--- config.mk ---
export PLATFORM = sky130hd
export DESIGN_NAME = btn_debounce_flat
export DESIGN_NICKNAME = d
export VERILOG_FILES = /design/src/rtl/btn_pkg.sv /design/src/rtl/btn_debounce_if.sv /design/src/rtl/btn_debounce_chan.sv /design/src/rtl/btn_debounce.sv /design/src/flat_wrapper.sv
export SDC_FILE = /design/constraint.sdc
export NUM_CORES = 1
export LEC_CHECK = 0
export BUFFER_PORTS_ARGS = -buffer_cell sky130_fd_sc_hd__buf_2
export CAP_MARGIN = 20
export CORE_ASPECT_RATIO = 1.4
export CORE_MARGIN = 2
export CORE_UTILIZATION = 25
export CTS_CLUSTER_SIZE = 25
export DETAILED_ROUTE_END_ITERATION = 10
export PLACE_DENSITY = 0.35
export SLEW_MARGIN = 20
export SYNTH_ARGS = -nofsm -noshare
export SYNTH_HDL_FRONTEND = slang
export SYNTH_SLANG_ARGS = --single-unit
--- constraint.sdc ---
create_clock -name clk100 -period 3.3 [get_ports clk100]
set_input_delay 0.825 -clock clk100 [delete_from_list [all_inputs] [get_ports clk100]]
set_output_delay 0.825 -clock clk100 [all_outputs]
set_load 0.01 [all_outputs]
--- src/rtl/btn_pkg.sv ---
// Shared types and helpers for the debounced push-button reader.
package btn_pkg;

  typedef enum logic [2:0] {
    RELEASED,
    PRESS_WAIT,
    PRESSED,
    LONG_HELD,
    RELEASE_WAIT
  } btn_state_e;

  // Bits needed to hold the values 0..val inclusive.
  function automatic int unsigned cnt_width(input int unsigned val);
    return $clog2(val + 1);
  endfunction

endpackage

--- src/rtl/btn_debounce_if.sv ---
// Button pin bundle: raw pins in, debounced level and event pulses out.
interface btn_debounce_if #(
  parameter int unsigned N_BTN = 5
);
  logic [N_BTN-1:0] btn_raw;
  logic [N_BTN-1:0] btn_level;
  logic [N_BTN-1:0] press_pulse;
  logic [N_BTN-1:0] release_pulse;
  logic [N_BTN-1:0] long_pulse;

  modport master (
    output btn_raw,
    input  btn_level, press_pulse, release_pulse, long_pulse
  );

  modport slave (
    input  btn_raw,
    output btn_level, press_pulse, release_pulse, long_pulse
  );
endinterface

--- src/rtl/btn_debounce_chan.sv ---
// One button channel: 2-FF synchroniser, debounce FSM, hold counter and
// registered level/press/release/long-press outputs.
module btn_debounce_chan
  import btn_pkg::*;
#(
  parameter int unsigned DEBOUNCE_CYCLES = 1000000,
  parameter int unsigned LONG_CYCLES     = 100000000
) (
  input  logic clk100,
  input  logic clr_n,
  input  logic i_btn_raw,
  output logic o_level,
  output logic o_press,
  output logic o_release,
  output logic o_long
);

  localparam int unsigned DW = cnt_width(DEBOUNCE_CYCLES);
  localparam int unsigned HW = cnt_width(LONG_CYCLES);
  localparam logic [DW-1:0] DEB_MAX   = DW'(DEBOUNCE_CYCLES);
  localparam logic [DW-1:0] DEB_ONE   = DW'(1);
  localparam logic [HW-1:0] HOLD_MAX  = HW'(LONG_CYCLES);
  localparam logic [HW-1:0] HOLD_FIRE = HW'(LONG_CYCLES - 1);

  logic          r_sync1, r_sync2;
  btn_state_e    r_state, w_state_nx;
  logic [DW-1:0] r_stable, w_stable_nx;
  logic [HW-1:0] r_hold, w_hold_nx, w_hold_inc;
  logic          r_from_long, w_from_long_nx;
  logic          r_level, w_level_nx;
  logic          r_press, w_press_nx;
  logic          r_release, w_release_nx;
  logic          r_long, w_long_nx;

  always_ff @(posedge clk100 or negedge clr_n) begin
    if (!clr_n) begin
      r_sync1     <= 1'b0;
      r_sync2     <= 1'b0;
      r_state     <= RELEASED;
      r_stable    <= '0;
      r_hold      <= '0;
      r_from_long <= 1'b0;
      r_level     <= 1'b0;
      r_press     <= 1'b0;
      r_release   <= 1'b0;
      r_long      <= 1'b0;
    end else begin
      r_sync1     <= i_btn_raw;
      r_sync2     <= r_sync1;
      r_state     <= w_state_nx;
      r_stable    <= w_stable_nx;
      r_hold      <= w_hold_nx;
      r_from_long <= w_from_long_nx;
      r_level     <= w_level_nx;
      r_press     <= w_press_nx;
      r_release   <= w_release_nx;
      r_long      <= w_long_nx;
    end
  end

  always_comb begin
    w_state_nx     = r_state;
    w_stable_nx    = r_stable;
    w_hold_nx      = r_hold;
    w_from_long_nx = r_from_long;
    w_level_nx     = r_level;
    w_press_nx     = 1'b0;
    w_release_nx   = 1'b0;
    w_long_nx      = 1'b0;
    w_hold_inc     = (r_hold == HOLD_MAX) ? r_hold : r_hold + 1'b1;

    case (r_state)
      RELEASED: begin
        if (r_sync2) begin
          w_state_nx  = PRESS_WAIT;
          w_stable_nx = DEB_ONE;
        end
      end
      PRESS_WAIT: begin
        if (!r_sync2) begin
          w_state_nx  = RELEASED;
          w_stable_nx = '0;
        end else if (r_stable == DEB_MAX) begin
          w_state_nx  = PRESSED;
          w_stable_nx = '0;
          w_hold_nx   = '0;
          w_level_nx  = 1'b1;
          w_press_nx  = 1'b1;
        end else begin
          w_stable_nx = r_stable + 1'b1;
        end
      end
      PRESSED: begin
        w_hold_nx = w_hold_inc;
        if (!r_sync2) begin
          w_state_nx     = RELEASE_WAIT;
          w_stable_nx    = DEB_ONE;
          w_from_long_nx = 1'b0;
        end else if (r_hold >= HOLD_FIRE) begin
          w_state_nx = LONG_HELD;
          w_long_nx  = 1'b1;
        end
      end
      LONG_HELD: begin
        if (!r_sync2) begin
          w_state_nx     = RELEASE_WAIT;
          w_stable_nx    = DEB_ONE;
          w_from_long_nx = 1'b1;
        end
      end
      RELEASE_WAIT: begin
        // Hold time keeps accruing through a release bounce so a recovered
        // press still fires long_pulse on its original schedule.
        if (!r_from_long) w_hold_nx = w_hold_inc;
        if (r_sync2) begin
          w_state_nx  = r_from_long ? LONG_HELD : PRESSED;
          w_stable_nx = '0;
        end else if (r_stable == DEB_MAX) begin
          w_state_nx   = RELEASED;
          w_stable_nx  = '0;
          w_hold_nx    = '0;
          w_level_nx   = 1'b0;
          w_release_nx = 1'b1;
        end else begin
          w_stable_nx = r_stable + 1'b1;
        end
      end
      default: w_state_nx = RELEASED;
    endcase
  end

  assign o_level   = r_level;
  assign o_press   = r_press;
  assign o_release = r_release;
  assign o_long    = r_long;

endmodule

--- src/rtl/btn_debounce.sv ---
// Debounced push-button reader: N_BTN independent channels, each with its
// own synchroniser, debounce FSM and event pulses.
module btn_debounce #(
  parameter int unsigned N_BTN           = 5,
  parameter int unsigned DEBOUNCE_CYCLES = 1000000,
  parameter int unsigned LONG_CYCLES     = 100000000
) (
  input logic           clk100,
  input logic           clr_n,
  btn_debounce_if.slave bus
);

  for (genvar g = 0; g < N_BTN; g++) begin : g_chan
    btn_debounce_chan #(
      .DEBOUNCE_CYCLES (DEBOUNCE_CYCLES),
      .LONG_CYCLES     (LONG_CYCLES)
    ) u_chan (
      .clk100    (clk100),
      .clr_n     (clr_n),
      .i_btn_raw (bus.btn_raw[g]),
      .o_level   (bus.btn_level[g]),
      .o_press   (bus.press_pulse[g]),
      .o_release (bus.release_pulse[g]),
      .o_long    (bus.long_pulse[g])
    );
  end

endmodule
--- src/flat_wrapper.sv ---
// flat-port wrapper written by rule: the top's interface ports become plain ports
module btn_debounce_flat 
#(
  parameter int unsigned N_BTN           = 5,
  parameter int unsigned DEBOUNCE_CYCLES = 1000000,
  parameter int unsigned LONG_CYCLES     = 100000000
)
  (clk100, clr_n, bus_btn_raw, bus_btn_level, bus_press_pulse, bus_release_pulse, bus_long_pulse);
  btn_debounce_if #(.N_BTN(N_BTN)) bus_i ();
  input logic clk100;
  input logic clr_n;
  input wire logic [$bits(bus_i.btn_raw)-1:0] bus_btn_raw;
  output wire logic [$bits(bus_i.btn_level)-1:0] bus_btn_level;
  output wire logic [$bits(bus_i.press_pulse)-1:0] bus_press_pulse;
  output wire logic [$bits(bus_i.release_pulse)-1:0] bus_release_pulse;
  output wire logic [$bits(bus_i.long_pulse)-1:0] bus_long_pulse;
  assign bus_i.btn_raw = bus_btn_raw;
  assign bus_btn_level = bus_i.btn_level;
  assign bus_press_pulse = bus_i.press_pulse;
  assign bus_release_pulse = bus_i.release_pulse;
  assign bus_long_pulse = bus_i.long_pulse;
  btn_debounce #(.N_BTN(N_BTN), .DEBOUNCE_CYCLES(DEBOUNCE_CYCLES), .LONG_CYCLES(LONG_CYCLES)) u_core (.clk100(clk100), .clr_n(clr_n), .bus(bus_i));
endmodule
# Word level (Yosys, flattened, before mapping)
# Index checks and enable logic that the tools add are counted.
[classes]
n_addsub = 10
mul = 0
div_mod_pow = 0
n_lt_le_gt_ge = 5
eq_ne = 85
shift = 0
muxes = 195
n_bitwise = 0
reduce_logical = 55
[op_table]
columns = ["operator", "n"]
rows = [
  ["$mux 27", 30],
  ["$mux 20", 25],
  ["$pmux 27 s3", 5],
  ["$pmux 20 s4", 5],
  ["$add 27x1->27 const B", 5],
  ["$eq 27x27->1 const B", 5],
  ["$ge 27x27->1 const B", 5],
  ["$mux 3", 40],
  ["$add 20x1->20 const B", 5],
  ["$eq 20x20->1 const B", 5],
  ["$ne 2x2->1 const B", 40],
  ["$mux 1", 75],
  ["$pmux 3 s5", 5],
  ["$reduce_and 5->1", 10],
  ["$ne 3x3->1 const B", 15],
  ["$reduce_and 3->1", 15],
  ["$eq 3x2->1 const B", 10],
  ["$pmux 1 s2", 10],
  ["$reduce_bool 2->1", 10],
  ["$reduce_bool 4->1", 5],
  ["$eq 3x1->1 const B", 5],
  ["$eq 3x3->1 const B", 5],
  ["$logic_not 3->1", 5],
  ["$reduce_bool 3->1", 5],
  ["$reduce_or 2->1", 5],
]
[totals]
register_bits = 285
latchBits = 0
mem_bits_rw = 0
mem_bits_ro = 0
output_inout_bits = 20
word_cells = 400
n_memories = 0

# Depth between registers and ports, before layout
[logic_depth]
depth_word = 6
mapped_depth = 11
depth_no_buf = 8

# By module
# A second synthesis with hierarchy kept.
[unflattened]
hier_cells = 2011
hier_area_um2 = 17531.8
[modules_own_cells]
columns = ["module", "instances", "cells_per_inst", "area_per_inst_um2", "seq_area_each_um2"]
rows = [
  ["btn_debounce_chan (u_core.g_chan[0].u_chan ...)", 4, 408, 3515.9, 1426.4],
  ["btn_debounce_chan (u_core.g_chan[4].u_chan)", 1, 379, 3468.3, 1426.4],
]

# Worst setup path before layout
# No wires, ideal clock.
[synth_timing]
kind = "reg-to-reg"
start = "reg u_core.g_chan[4].u_chan.r_stable[0]"
end = "reg u_core.g_chan[4].u_chan.r_hold[18]"
arrival_ns = 2.712
required_time_ns = 3.176
slack_ns = 0.464
stages_incl_launch_ff = 11
synth_period_minus_slack_ns = 2.836
path_cell_list = "dfrtp_1 -> inv_1 -> ha_1 -> or4b_1 -> or4_1 -> buf_2 -> or2_0 -> buf_2 -> o31a_1 -> and3_1 -> a211o_1"
[synth_via]
elab_chain_len = 4
word_cells_on_any_way = 6
classes_between = "eq/ne: 2; mux: 3; reduce/logical: 1"
[synth_rtl]
columns = ["item", "line_no", "source"]
rows = [
  ["start: declaration", "btn_debounce_chan.sv:27", "logic [DW-1:0] r_stable, w_stable_nx;"],
  ["start signal: assignment", "btn_debounce_chan.sv:51", "r_stable <= w_stable_nx;"],
  ["$eq 20x20->1 (*)", "btn_debounce_chan.sv:83, btn_debounce_chan.sv:118", ""],
  ["$mux 27", "btn_debounce_chan.sv:118", "end else if (r_stable == DEB_MAX) begin"],
  ["$mux 27", "btn_debounce_chan.sv:115", "if (r_sync2) begin"],
  ["$pmux 27 s3", "btn_debounce_chan.sv:72", "case (r_state)"],
  ["end signal: assignment", "btn_debounce_chan.sv:52", "r_hold <= w_hold_nx;"],
  ["end: declaration", "btn_debounce_chan.sv:28", "logic [HW-1:0] r_hold, w_hold_nx, w_hold_inc;"],
]
# Every way passes the cells marked *; elsewhere a longest branch is shown, timed or not.
# A chain may end at the register's enable or synchronous reset.

# Worst setup path after layout
[layout_timing]
start = "reg u_core.g_chan[4].u_chan.r_stable[0]"
end = "reg u_core.g_chan[4].u_chan.r_hold[15]"
# Same word-level chain as after synthesis.

==> results <==
- The remaining routing DRC violations is 0.
- The library cell used as clock root buffer is sky130_fd_sc_hd__clkbuf_16.
- Synthesis instantiated 81 different standard cells from the library.
- The timing-limited maximum frequency is 326.0 MHz.
- The worst path in the final design needs a cycle of 3.068 ns, including I/O delays and setup.
- The sum of negative setup slack is 0 ns.
- After synthesis, the cell types taking the most area are sky130_fd_sc_hd__dfrtp_1 42%, sky130_fd_sc_hd__nor2_1 4.8%, sky130_fd_sc_hd__nand2_1 4.2%.
- The number of antenna diodes in the final layout is 0.
- The clock insertion delay at the later pin of the skew report is 0.55 ns.
- The sort of element at the start of the critical path is a register.
- The final hold violation count was 0.
- The number of nets in the synthesized netlist is 2045.
- In this run, synthesis inferred 0 flip-flops with an integrated enable.
- The count of H-tree levels built during CTS is 2.
- For this run, the total global-route usage over all layers was measured as 14.60%.
- From left edge to right edge, the die measures 225.3 µm.
- The total of warnings raised by yosys is 0.
- The fraction of the core area covered by cells at the end of the flow is 28.98%.
- For this design the total switching power over the nets is 2256 µW.
- The switching power as a share of total power is 25.70%.
- The cts-stage hold buffer count is 0.
- From synthesis to final layout, the design area changed by 14.79%.
- Overall power consumption after layout is estimated at 8780 µW.
- Post-CTS repair changed the size of 0 cells.
- The actual transition at the worst max-transition pin is 1.061 ns.
- The clock-pin slew of the registers on the worst-case setup and hold paths is 0.06 ns.
- The per-instance average area after synthesis is 8.491 µm².
- Setup repair after global routing left no endpoint under its margin.
- The ratio of cells with drive above 1 in the final layout is 8.738%.
- The power per standard cell area is 446.4 nW/µm².
- The post-synthesis sequential element count is 285.
- In the layout the commonest cells are 285 x sky130_fd_sc_hd__dfrtp_1, 221 x sky130_fd_sc_hd__nor2_1, 190 x sky130_fd_sc_hd__nand2_1.
- The first global-routing pass estimated 84590 µm of wire.
- The clock tree from TritonCTS is yes.
- The number of placement rows is 113.
- The worst setup margin is 0.2321 ns.
- TritonCTS created 39 clock buffers.
- The total of endpoints with negative setup slack in the final report is 0.
- The sequential fraction of design power is 42.1%.
- The buffers inserted during post-CTS setup optimization is 0.
- The fraction of power consumed by the clock network is 50.6%.
- The via count of the first global-routing pass came to 15420.
- The congestion estimate from routability-driven global placement came to 0.7878.
- The tool flagged a number of max-cap violations equal to 0.
- Wires add up to 50760 µm.
- Summed over all cells, the static leakage comes to 0.007679 µW.
- In this run the count of I/O pins placed on the die edge is 27.
- The initial DRC count is 751.
- Sequential cells were found to cover 41.62% of the synthesized design area.
- The first-pass detailed-route iteration total is 5.
- The via density per instance is 5.206.
- The worst hold path belongs to the class in -> async.
- Combinational logic is responsible for 7.3% of the overall power.
- On the final layout, the worst clock skew is 0.01338 ns.
- The endpoint class of the critical path is a register.
- The initial antenna violation count was 0.
- The fraction of synthesis flops using an asynchronous set or reset pin is 100.0%.
- Measured along the y axis, the die boundary spans 313.8 µm.
- The total area inside the core boundary comes to 67870 µm².
- The worst-path maximum fanout is 16.
- The normalized max-slew margin is 29.26%.
- The area share of the leading cell type in the synthesized netlist is 41.62%.
- Entering global routing, the biggest net connects 62 pins.
- Leaving out fill and tap cells, the most frequent cell in the layout is sky130_fd_sc_hd__dfrtp_1.
- STA puts the critical path data arrival time at 3.49 ns.
- Cell internal power was estimated by the tool at 6524 µW.
- Timing analysis after detailed placement gives a worst setup slack of 0.2363 ns.
- In the finished design, the share of the clock period the worst path needs comes to 92.97%.
- The tree built by TritonCTS fans out to 285 sinks.
- The filler cells instantiated in the layout total 7319.
- The post-layout net count is 2058.
- The worst-case IR drop observed on VDD is 0.2600 mV.
- The category of the most critical setup path is reg -> reg.
- The cell area that synthesis handed to floorplanning was 17140 µm².
- The number of routed nets with antenna violations is 0.
- The number of buffer cells added on primary ports is 26.
- The post-DP HPWL is 35390 µm.
- The leading register cell type out of synthesis is sky130_fd_sc_hd__dfrtp_1.
- The flow ran to the end, and the final reports show no timing, DRC or antenna violations.
- The die covers 70680 µm².
- The cell type with the largest total area after synthesis is sky130_fd_sc_hd__dfrtp_1.
- The count of cells in the finished layout, fillers not included, comes to 2922.
- The setup slack of the worst register-to-register path is 0.23 ns.
- The clock passes through at most 3 buffers.
- For this configuration, the core starts out at a cell density of 25.25%.
- The data required time of the critical path is 3.73 ns.
- Global routing finished with a remaining overflow of 0.
- The post-synthesis instance total is 2018.
- In the final routed layout, each cell accounts on average for 17.37 µm.
- The number of vias in the routed layout is 15210.
- The number of pins exceeding their max-slew limit in the final report was 0.
- The number of placed instances, taps included, is 2852.
[per-stage QoR]
stage | hold slack (ns) | area, µm²
floorplan | 0.3312 | 17140
global placement | 0.3361 | 18350
detailed placement | 0.3347 | 18350
CTS | 0.2285 | 19670
global route | 0.2507 | 19670
finish | 0.2325 | 19670
[critical path: stages (launching register included)]
cell	delay, ns
sky130_fd_sc_hd__dfrtp_1	0.42
sky130_fd_sc_hd__inv_1	0.11
sky130_fd_sc_hd__ha_1	0.14
sky130_fd_sc_hd__or4b_1	0.45
sky130_fd_sc_hd__or4_1	0.60
sky130_fd_sc_hd__or2_0	0.29
sky130_fd_sc_hd__o31a_1	0.39
sky130_fd_sc_hd__buf_4	0.26
sky130_fd_sc_hd__a41oi_1	0.22
sky130_fd_sc_hd__a21oi_1	0.06
[final cells by class]
type	count	area, µm²	share of cell area (%)
inverters	70	262.8	1.336
clock buffers	59	1164	5.916
multi-input cells	1553	9253	47.04
clock inverters	11	157.7	0.8015
well taps	862	1079	5.483
repair buffers	82	623.1	3.168
flip-flops and latches	285	7132	36.26
[cells in the mapped netlist, types with 6 or more instances]
| cell | number |
|---|---|
| sky130_fd_sc_hd__o22ai_1 | 15 |
| sky130_fd_sc_hd__a21oi_1 | 115 |
| sky130_fd_sc_hd__a41oi_1 | 18 |
| sky130_fd_sc_hd__mux2i_1 | 10 |
| sky130_fd_sc_hd__or4b_1 | 6 |
| sky130_fd_sc_hd__or3_1 | 32 |
| sky130_fd_sc_hd__nand2_1 | 190 |
| sky130_fd_sc_hd__o211ai_1 | 11 |
| sky130_fd_sc_hd__nand2b_1 | 22 |
| sky130_fd_sc_hd__inv_1 | 70 |
| sky130_fd_sc_hd__clkbuf_1 | 78 |
| sky130_fd_sc_hd__nand3_1 | 87 |
| sky130_fd_sc_hd__o21ai_0 | 119 |
| sky130_fd_sc_hd__nor4_1 | 41 |
| sky130_fd_sc_hd__nor3b_1 | 9 |
| sky130_fd_sc_hd__nor4b_1 | 17 |
| sky130_fd_sc_hd__xnor2_1 | 63 |
| sky130_fd_sc_hd__nand4b_1 | 6 |
| sky130_fd_sc_hd__nand3b_1 | 11 |
| sky130_fd_sc_hd__a22o_1 | 10 |
| sky130_fd_sc_hd__a31oi_1 | 73 |
| sky130_fd_sc_hd__a32o_1 | 6 |
| sky130_fd_sc_hd__buf_4 | 20 |
| sky130_fd_sc_hd__a211oi_1 | 19 |
| sky130_fd_sc_hd__a21o_1 | 10 |
| sky130_fd_sc_hd__nand4_1 | 52 |
| sky130_fd_sc_hd__and4_1 | 24 |
| sky130_fd_sc_hd__or2_2 | 13 |
| sky130_fd_sc_hd__o21a_1 | 12 |
| sky130_fd_sc_hd__xor2_1 | 33 |
| sky130_fd_sc_hd__nor2_1 | 221 |
| sky130_fd_sc_hd__nor3_1 | 76 |
| sky130_fd_sc_hd__and3_1 | 46 |
| sky130_fd_sc_hd__or4_1 | 14 |
| sky130_fd_sc_hd__o31ai_1 | 17 |
| sky130_fd_sc_hd__and2_1 | 19 |
| sky130_fd_sc_hd__ha_1 | 20 |
| sky130_fd_sc_hd__nor2b_1 | 19 |
| sky130_fd_sc_hd__dfrtp_1 | 285 |
| sky130_fd_sc_hd__buf_2 | 7 |
[worst paths after layout]
check,cells past startpoint,from,endpoint
max,9,u_core.g_chan[4].u_chan.r_stable[0],u_core.g_chan[4].u_chan.r_hold[15]
min,1,clr_n,u_core.g_chan[2].u_chan.r_hold[3]
max reg2reg,9,u_core.g_chan[4].u_chan.r_stable[0],u_core.g_chan[4].u_chan.r_hold[15]
min reg2reg,0,u_core.g_chan[1].u_chan.r_sync1,u_core.g_chan[1].u_chan.r_sync2
max in group asynchronous,2,clr_n,u_core.g_chan[4].u_chan.r_hold[23]
min in group clk100,0,u_core.g_chan[1].u_chan.r_sync1,u_core.g_chan[1].u_chan.r_sync2
[metal layers]
| metal | wire length (µm) | track usage, % |
|---|---|---|
| met1 | 21890 | 17.78 |
| met2 | 25750 | 25.96 |
| met3 | 1784 | 2.533 |
| met4 | 1328 | 4.666 |
| met5 | 0 | 0 |
[logic make-up after synthesis]
group           Yosys count  share of synthesized area, %
mux                      15                        0.9127
fa+ha+maj                20                         1.460
compound gates          489                         18.09
flops                   285                         41.62
simple gates            933                         28.57
buf+inv                 180                         4.432
xor+xnor                 96                         4.907
[sequential cells by signal, indices dropped and copies added (netlist names)]
signal / flops
u_core.g_chan.u_chan.o_long: 5
u_core.g_chan.u_chan.r_stable: 100
u_core.g_chan.u_chan.r_from_long: 5
u_core.g_chan.u_chan.o_press: 5
u_core.g_chan.u_chan.o_release: 5
u_core.g_chan.u_chan.r_sync1: 5
u_core.g_chan.u_chan.r_hold: 135
u_core.g_chan.u_chan.r_sync2: 5
u_core.g_chan.u_chan.r_state: 15
u_core.g_chan.u_chan.o_level: 5
[power groups by stage]
stage	Clock, µW	Sequential, µW	Combinational (µW)
final	4450	3700	639
after global routing	4800	3710	735
after CTS	4670	3690	662
after detailed placement	0	3760	657
after global placement	0	3760	655
after floorplan	0	3680	457
Note: power is estimated with default switching activity, not from simulation.
